**config.mk**
```make
export PLATFORM = sky130hd
export DESIGN_NAME = cr_fifo_pop_stream_flat
export DESIGN_NICKNAME = d
export VERILOG_FILES = /design/src/rtl/cr_fifo_pop_stream_if.sv /design/src/rtl/cr_fifo_pop_stream.sv /design/src/flat_wrapper.sv
export SDC_FILE = /design/constraint.sdc
export NUM_CORES = 1
export LEC_CHECK = 0
export CAP_MARGIN = 10
export CORE_MARGIN = 8
export CORE_UTILIZATION = 47
export DETAILED_ROUTE_END_ITERATION = 10
export GPL_TIMING_DRIVEN = 0
export PLACE_DENSITY = 0.77
export RECOVER_POWER = 50
export SYNTH_ARGS = -nofsm -noshare
export SYNTH_HDL_FRONTEND = slang
export SYNTH_SLANG_ARGS = --single-unit
```
**constraint.sdc**
```tcl
create_clock -name Pop_clk -period 2.86 [get_ports Pop_clk]
set_input_delay 0.429 -clock Pop_clk [delete_from_list [all_inputs] [get_ports Pop_clk]]
set_output_delay 0.429 -clock Pop_clk [all_outputs]
set_load 0.05 [all_outputs]
```
**src/rtl/cr_fifo_pop_stream_if.sv**
```systemverilog
// Handshake bundle between the FIFO read port, the pop-side adapter and its stream consumer.
// master = adapter side, slave = FIFO/consumer side.
interface cr_fifo_pop_stream_if #(
  parameter int pWidth = 8
);
  logic              PopReq_n;
  logic              PopEmpty;
  logic [pWidth-1:0] PopFifoData;
  logic              OutValid;
  logic              OutReady;
  logic [pWidth-1:0] OutData;
  logic [1:0]        BufCount;

  modport master (
    output PopReq_n,
    input  PopEmpty,
    input  PopFifoData,
    output OutValid,
    input  OutReady,
    output OutData,
    output BufCount
  );

  modport slave (
    input  PopReq_n,
    output PopEmpty,
    output PopFifoData,
    input  OutValid,
    output OutReady,
    input  OutData,
    input  BufCount
  );
endinterface

```
**src/rtl/cr_fifo_pop_stream.sv**
```systemverilog
// Pop-side FIFO adapter: issues pops only when the 2-entry skid buffer has room for the
// word, so one word per cycle flows through despite the RAM read latency.
module cr_fifo_pop_stream #(
  parameter int pWidth     = 8,
  parameter int pAsyncRead = 0
) (
  input  logic                        Pop_clk,
  input  logic                        Pop_rst_n,
  input  logic                        Flush,
  input  logic                        Enable,
  cr_fifo_pop_stream_if.master        bus
);

  localparam bit cFallthrough = (pAsyncRead != 0);

  logic [pWidth-1:0] r_entry [2];
  logic [1:0]        r_count;
  logic              r_inflight;

  logic              w_deq;
  logic              w_issue;
  logic              w_cap;
  logic [2:0]        w_occ;
  logic [pWidth-1:0] w_word;

  assign w_deq  = (r_count != 2'd0) & bus.OutReady;
  // Occupancy after this cycle's dequeue; a new pop is allowed only if it leaves a free slot.
  assign w_occ  = {1'b0, r_count} + {2'b00, r_inflight} - {2'b00, w_deq};
  assign w_issue = Pop_rst_n & ~Flush & Enable & ~bus.PopEmpty & (w_occ < 3'd2);
  assign w_word = bus.PopFifoData;

  generate
    if (cFallthrough) begin : g_fallthrough
      assign w_cap = w_issue;
    end else begin : g_registered
      assign w_cap = r_inflight;
    end
  endgenerate

  always_ff @(posedge Pop_clk) begin
    if (!Pop_rst_n) begin
      r_entry[0] <= '0;
      r_entry[1] <= '0;
      r_count    <= 2'd0;
      r_inflight <= 1'b0;
    end else if (Flush) begin
      // Entries keep stale data; OutData is don't-care while OutValid is low.
      r_count    <= 2'd0;
      r_inflight <= 1'b0;
    end else begin
      r_inflight <= w_issue & ~cFallthrough;
      case ({w_cap, w_deq})
        2'b01: begin
          r_entry[0] <= r_entry[1];
          r_count    <= r_count - 2'd1;
        end
        2'b10: begin
          if (r_count == 2'd0) begin
            r_entry[0] <= w_word;
          end else begin
            r_entry[1] <= w_word;
          end
          r_count <= r_count + 2'd1;
        end
        2'b11: begin
          if (r_count == 2'd1) begin
            r_entry[0] <= w_word;
          end else begin
            r_entry[0] <= r_entry[1];
            r_entry[1] <= w_word;
          end
        end
        default: begin
        end
      endcase
    end
  end

  assign bus.PopReq_n = ~w_issue;
  assign bus.OutValid = (r_count != 2'd0);
  assign bus.OutData  = r_entry[0];
  assign bus.BufCount = r_count;

endmodule

```
**src/flat_wrapper.sv**
```systemverilog
// flat-port wrapper written by rule: the top's interface ports become plain ports
module cr_fifo_pop_stream_flat 
#(
  parameter int pWidth     = 8,
  parameter int pAsyncRead = 0
)
  (Pop_clk, Pop_rst_n, Flush, Enable, bus_PopReq_n, bus_PopEmpty, bus_PopFifoData, bus_OutValid, bus_OutReady, bus_OutData, bus_BufCount);
  cr_fifo_pop_stream_if #(.pWidth(pWidth)) bus_i ();
  input  logic Pop_clk;
  input  logic Pop_rst_n;
  input  logic Flush;
  input  logic Enable;
  output wire logic [$bits(bus_i.PopReq_n)-1:0] bus_PopReq_n;
  input wire logic [$bits(bus_i.PopEmpty)-1:0] bus_PopEmpty;
  input wire logic [$bits(bus_i.PopFifoData)-1:0] bus_PopFifoData;
  output wire logic [$bits(bus_i.OutValid)-1:0] bus_OutValid;
  input wire logic [$bits(bus_i.OutReady)-1:0] bus_OutReady;
  output wire logic [$bits(bus_i.OutData)-1:0] bus_OutData;
  output wire logic [$bits(bus_i.BufCount)-1:0] bus_BufCount;
  assign bus_PopReq_n = bus_i.PopReq_n;
  assign bus_i.PopEmpty = bus_PopEmpty;
  assign bus_i.PopFifoData = bus_PopFifoData;
  assign bus_OutValid = bus_i.OutValid;
  assign bus_i.OutReady = bus_OutReady;
  assign bus_OutData = bus_i.OutData;
  assign bus_BufCount = bus_i.BufCount;
  cr_fifo_pop_stream #(.pWidth(pWidth), .pAsyncRead(pAsyncRead)) u_core (.Pop_clk(Pop_clk), .Pop_rst_n(Pop_rst_n), .Flush(Flush), .Enable(Enable), .bus(bus_i));
endmodule
```
==> run_results.csv, run 1 <==
group,metric,value,unit
drt,post_drt_wl_per_cell,14.0,um
sta,min_period_over_period,96.8,%
layout,mostFrequentLayoutCell,"clkdlybuf4s50_1",
floorplan,row_count,17,
sta,slew-limit-headroom,17.2,%
logic_synthesis,synth_area,1030,um2
cts,clk_pin_slew,0.11,ns
cts,cts.sinks,19,
sta,hold_ws,0.554,ns
setup_path,crit_type,"register to primary output",
grt,grt_max_degree,12,
logic_synthesis,avgSynthCellArea,11.5,um2
layout,antenna_cells,0,
floorplan,die_h,62.8,um
drt,first_pass_iters,4,
flow_run,cap_violations,0,
placed_design,placed_area,1320,um2
sta,setup_viol,0,
layout,nets,139,
sta,hold_violations,0,
setup_path,rrSetupSlack,0.56,ns
layout,syn_to_final_growth,33.6,%
layout,postLayoutCoreUtil,64.1,%
sta,worstMarginPinSlew,1.23,ns
logic_synthesis,ys_types,31,
pwr,vdd_drop_max,229,uV
logic_synthesis,yosys_register_bits,19,
setup_path,crit_path_start_kind,"register",
floorplan,core,2150,um2
setup_path,worstPathRequired,2.43,ns
logic_synthesis,seq_area_frac_synth,52.4,%
layout,drive_above_1_share,19.8,%
logic_synthesis,yosysWarnings,0,
cts,hold_buffers,0,
placed_design,dp_slack,-0.541,ns
sta,skew,0.00707,ns
placed_design,post-dp-hpwl,1630,um
sta,fmax,361,MHz
drt,first_iter_violations,19,
setup_path,reg2reg_to,"u_core.r_entry[0][10]$_DFFE_PP_",
grt,grtUsageTotal,10.4,%
sta,fin_ws,0.0917,ns
floorplan,start_util,48.0,%
hold_path,hold_class,"register to register",
grt,grt_pass1_vias,793,
cts,cts_tree,"done",
logic_synthesis,synthCells,90,
setup_path,r2r-start,"u_core.bus.BufCount[1]$_SDFFE_PP0P_",
drt,routed_via_density,5.26,
layout,final_area,1380,um2
drt,wl,2090,um
drt,drc,0,
sta,fin_crit,2.77,ns
placed_design,portBuffers,25,
pwr,finalPower,0.000535,W
run_status,status,"completed",
logic_synthesis,yosysTopAreaCell,"edfxtp_1",
cts,cts-root-buf,"clkbuf_4",
logic_synthesis,yosys-top-cells-area,"edfxtp_1 (47%), dfxtp_1 (5.8%), buf_4 (5.8%), and2_1 (4.9%), a22o_1 (3.4%)",
logic_synthesis,syn-num-nets,107,
floorplan,die_w,62.8,um
pwr,leakagePower,0.530,nW
grt,overflow,0,
setup_path,worst_setup_path_end_kind,"primary output",
setup_path,crit_arrival,2.34,ns
setup_path,worst_r2r_path_depth,4,
sta,slew_viol_final,0,
drt,ant_nets,0,
placed_design,gp_congestion,0.717,
setup_path,cp_max_fo,6,
setup_path,cp-endpoint,"bus_PopReq_n",
cts,cts_buffer_depth,2,
layout,final_cell_mix,"clkdlybuf4s50_1 (19), edfxtp_1 (16), buf_4 (10), nand3_1 (7)",
pwr,power.density,389,nW/um2
cts,numCtsBuffers,3,
cts,cts_max_level,1,
sta,grt_setup_unrepaired,"no",
setup_path,crit_path_start,"u_core.bus.BufCount[1]$_SDFFE_PP0P_",
logic_synthesis,synth_top_area_share,46.6,%
drt,num_vias,783,
grt,antenna_found_initial,0,
cts,clk_latency,0.30,ns
floorplan,floorplan.die_area,3950,um2
floorplan,io_pins,26,
grt,grt_pass1_wl,3390,um
==> metrics by stage <==
stage               setup TNS (ns)  instances
floorplan                        0         90
global placement            -0.540        143
detailed placement          -0.541        143
CTS                              0        147
global route                     0        149
finish                           0        149
==> power breakdown <==
group          internal [W]  switching, W  total [W]
clock network     0.0000521     0.0000832   0.000135
logic             0.0000402     0.0000478  0.0000880
registers          0.000309    0.00000285   0.000312
total              0.000401      0.000134   0.000535
==> registers in the layout, summed over array words and instances (netlist names) <==
register	count
u_core.bus.BufCount	2
u_core.r_entry	16
u_core.r_inflight	1
==> what timing repair did <==
| action | CTS | global route |
|---|---|---|
| hold endpoints to repair | 0 | 0 |
| gates resized for setup | 9 | 4 |
| endpoints found under the setup margin | 1 | 1 |
| setup buffers | 0 | 2 |
| pin swaps | 0 | 1 |
==> how the worst min path moves through the flow <==
stage | slack (ns) | startpoint | endpoint | cells past startpoint
4_1_cts | 0.56 | u_core.r_entry[0][10]$_DFFE_PP_ | u_core.r_entry[0][2]$_DFFE_PP_ | 1
3_3_place_gp | 0.52 | u_core.r_entry[0][11]$_DFFE_PP_ | u_core.r_entry[0][3]$_DFFE_PP_ | 1
5_1_grt | 0.57 | u_core.r_entry[0][8]$_DFFE_PP_ | u_core.r_entry[0][0]$_DFFE_PP_ | 1
2_1_floorplan | 0.51 | u_core.r_entry[0][8]$_DFFE_PP_ | u_core.r_entry[0][0]$_DFFE_PP_ | 1
6_report | 0.55 | u_core.r_entry[0][8]$_DFFE_PP_ | u_core.r_entry[0][0]$_DFFE_PP_ | 1
3_5_place_dp | 0.53 | u_core.r_entry[0][10]$_DFFE_PP_ | u_core.r_entry[0][2]$_DFFE_PP_ | 1
==> critical path, stage by stage, from the launching register on <==
cell and delay, ns:
dfxtp_4 0.37, inv_1 0.08, ha_4 0.18, and2b_4 0.26, xnor2_2 0.13, nand2_1 0.09, fa_2 0.53, and4_1 0.20
inv_1 0.05, buf_6 0.15
==> per-layer routing <==
metal  up-vias  GRT usage [%]  share of wire (%)
li1        379              -                  -
met1       377           10.6                 41
met2        25           18.9                 53
met3         2           3.05                5.7
met4         0           5.13               0.81
met5         -              0                  0
==> synth_stat cells <==
cell type / instances
o21ai_0: 6
nor2b_1: 2
and4_1: 1
xnor2_2: 1
and3b_1: 1
o2111a_1: 1
edfxtp_1: 16
buf_4: 8
o31ai_1: 1
and2_1: 8
nor2_1: 4
and2_0: 1
nand3_1: 7
nand2b_1: 2
a21boi_1: 3
and2b_4: 1
nand2_1: 1
a22o_1: 4
a21oi_1: 2
a21o_1: 1
buf_2: 2
a31oi_1: 1
a21boi_0: 1
a21oi_2: 1
inv_1: 5
mux2_4: 1
dfxtp_1: 3
nand3b_1: 1
ha_1: 2
fa_1: 1
xnor2_1: 1
==> layout make-up <==
type / instances / area [um2]
fill: 181 / 771
multi-input combinational: 56 / 413
inverter: 5 / 18.8
buffer: 10 / 68.8
timing repair buffer: 27 / 269
clock buffer: 3 / 22.5
sequential: 19 / 546
tap: 28 / 35.0
clock inverter: 1 / 5.00
==> kinds of logic after synthesis <==
family | synth area share, %
buffers and inverters | 8.62
adders and majority gates | 4.37
muxes | 1.46
xor gates and xnor gates | 2.43
and+or+nand+nor | 16.5
DFF | 52.4
AOI/OAI and AO/OA | 14.2
No activity file was read; power rests on OpenSTA's default activity.
==> inputs of run 2 (changes only) <==
==> constraint.sdc (replaced) <==
create_clock -name Pop_clk -period 2.86 [get_ports Pop_clk]
set_input_delay 0.286 -clock Pop_clk [delete_from_list [all_inputs] [get_ports Pop_clk]]
set_output_delay 0.286 -clock Pop_clk [all_outputs]
set_load 0.05 [all_outputs]
==> run 2 against run 1 <==
Against the previous run: global-route usage is essentially flat; die area is the same; clock power is essentially flat; clock skew grew 0.0028 ns; flip-flop and latch count is the same; wire length shrank 2.1%; critical path type unchanged; largest power group unchanged; via count shrank 0.77%; power shrank 0.20%; core utilization shrank 1.1 points.
==> run_results.csv, run 2 (synthesized netlist as in run 1, its figures left out) <==
group,metric,value,unit
run_status,status,"completed",
sta,slew_viol_final,0,
drt,routed_via_density,5.29,
layout,final_cell_mix,"clkdlybuf4s50_1 (19), edfxtp_1 (16), buf_4 (9), nand3_1 (7)",
floorplan,row_count,17,
placed_design,gp_congestion,0.717,
placed_design,placed_area,1320,um2
floorplan,die_h,62.8,um
setup_path,crit_path_start,"u_core.bus.BufCount[1]$_SDFFE_PP0P_",
hold_path,min-delay-start,"u_core.r_entry[0][8]$_DFFE_PP_",
setup_path,r2r-start,"u_core.bus.BufCount[1]$_SDFFE_PP0P_",
layout,multi_input_area,410,um2
drt,ant_nets,0,
grt,grt_pass1_vias,782,
grt,overflow,0,
setup_path,cp_max_fo,6,
placed_design,dp_slack,-0.255,ns
layout,seq_area,546,um2
grt,antenna_found_initial,0,
grt,grt_max_degree,12,
floorplan,start_util,48.0,%
layout,syn_to_final_growth,31.3,%
drt,first_pass_iters,5,
placed_design,post-dp-hpwl,1630,um
sta,skew,0.00990,ns
cts,numCtsBuffers,3,
flow_run,cap_violations,0,
drt,post_drt_wl_per_cell,13.9,um
layout,largest_register_ffs,16,
floorplan,io_pins,26,
cts,cts-root-buf,"clkbuf_4",
grt,grt_util_met1,10.9,%
drt,num_vias,777,
drt,drc,0,
placed_design,portBuffers,25,
floorplan,core,2150,um2
layout,nFillCells,186,
grt,grtUsageTotal,10.4,%
sta,setup_viol,0,
cts,clk_latency,0.30,ns
setup_path,worstPathRequired,2.57,ns
pwr,leakagePower,0.512,nW
sta,fin_crit,2.68,ns
layout,final_area,1350,um2
layout,mostFrequentLayoutCell,"clkdlybuf4s50_1",
grt,grt_most_used_layer,"met2",
cts,cts_buffer_depth,2,
cts,cts_tree,"done",
cts,clk_pin_slew,0.11,ns
sta,worstMarginPinSlew,1.23,ns
layout,nets,137,
sta,slew-limit-headroom,17.6,%
setup_path,crit_type,"register to primary output",
grt,use_met3,3.05,%
pwr,power.density,395,nW/um2
layout,regMostFlops,"u_core.r_entry",
setup_path,cp_cell_sequence,"inv_1, ha_4, and2b_4, xnor2_2, nand2_1, fa_1, xnor2_1, and4_1, inv_1, buf_4",
pwr,vdd_drop_max,227,uV
cts,cts_max_level,1,
grt,grt_pass1_wl,3370,um
sta,hold_violations,0,
setup_path,cp_common_cell,"inv_1",
layout,drive_above_1_share,16.8,%
floorplan,die_w,62.8,um
setup_path,cp_slowest_cell,"dfxtp_4",
sta,grt_setup_unrepaired,"no",
setup_path,crit_arrival,2.40,ns
drt,wl,2040,um
cts,cts.sinks,19,
sta,min_period_over_period,93.8,%
setup_path,crit_path_start_kind,"register",
cts,cts_setup_buffers,0,
sta,fin_ws,0.178,ns
grt,met2_usage,18.4,%
layout,antenna_cells,0,
setup_path,worst_setup_path_end_kind,"primary output",
sta,fmax,373,MHz
floorplan,floorplan.die_area,3950,um2
hold_path,hold_class,"register to register",
setup_path,rrSetupSlack,0.52,ns
setup_path,slowest_delay,0.40,ns
drt,first_iter_violations,18,
-- run 2: timing repair --
item | in CTS | in global routing
resized for setup | 6 | 3
endpoints found under the setup margin | 1 | 1
hold buffers | 0 | 0
hold endpoints to repair | 0 | 0
-- run 2: final cells by class --
class                   instances  area share, %
flip-flops and latches         19           40.3
multi-input cells              56           30.3
repair buffers                 25           18.3
plain buffers                  10           5.08
well taps                      28           2.59
clock buffers                   3           1.66
inverters                       5           1.39
clock inverters                 1          0.370
-- run 2: where the power goes --
part	internal (W)	switching, W
Clock	0.0000521	0.0000830
Combinational	0.0000397	0.0000474
Sequential	0.000309	0.00000293
Total	0.000401	0.000133
-- run 2: path summary, 6_finish.rpt --
check / end / cells after the start
setup reg to reg: u_core.r_entry[0][10]$_DFFE_PP_ / 4
hold reg to reg: u_core.r_entry[0][0]$_DFFE_PP_ / 1
setup / recovery: bus_PopReq_n / 10
hold / removal: u_core.r_entry[0][0]$_DFFE_PP_ / 1
-- run 2: critical path, delay by kind of cell, from the launching register on --
family,cells,cell delay (ns)
simple gates,3,0.54
flops,1,0.40
buf+inv,3,0.33
xor+xnor,2,0.26
fa+ha+maj,2,0.56
-- run 2: routing by layer --
metal / routed length [um] / vias up
met5: 0 / -
met4: 17 / 0
met3: 120 / 2
met2: 1070 / 25
met1: 839 / 375
li1: - / 375
-- run 2: per-stage QoR --
step                      instances  hold slack, ns  util (%)  power (W)  TNS (ns)
final                           147           0.553      63.0   0.000534         0
after global routing            147           0.572      63.0   0.000550         0
after CTS                       147           0.556      62.6   0.000540         0
after detailed placement        143           0.531      61.4   0.000407    -0.255
after global placement          143           0.520      61.4   0.000406    -0.254
after floorplan                  90           0.477         -   0.000368         0
==> inputs of run 3 (changes only) <==
--- a/config.mk
+++ b/config.mk
@@ -15,3 +15,4 @@
 export SYNTH_ARGS = -nofsm -noshare
 export SYNTH_HDL_FRONTEND = slang
 export SYNTH_SLANG_ARGS = --single-unit
+export TNS_END_PERCENT = 20
==> results of run 3 <==
Same layout as run 2: the final DEF is identical, and so are final timing and power.
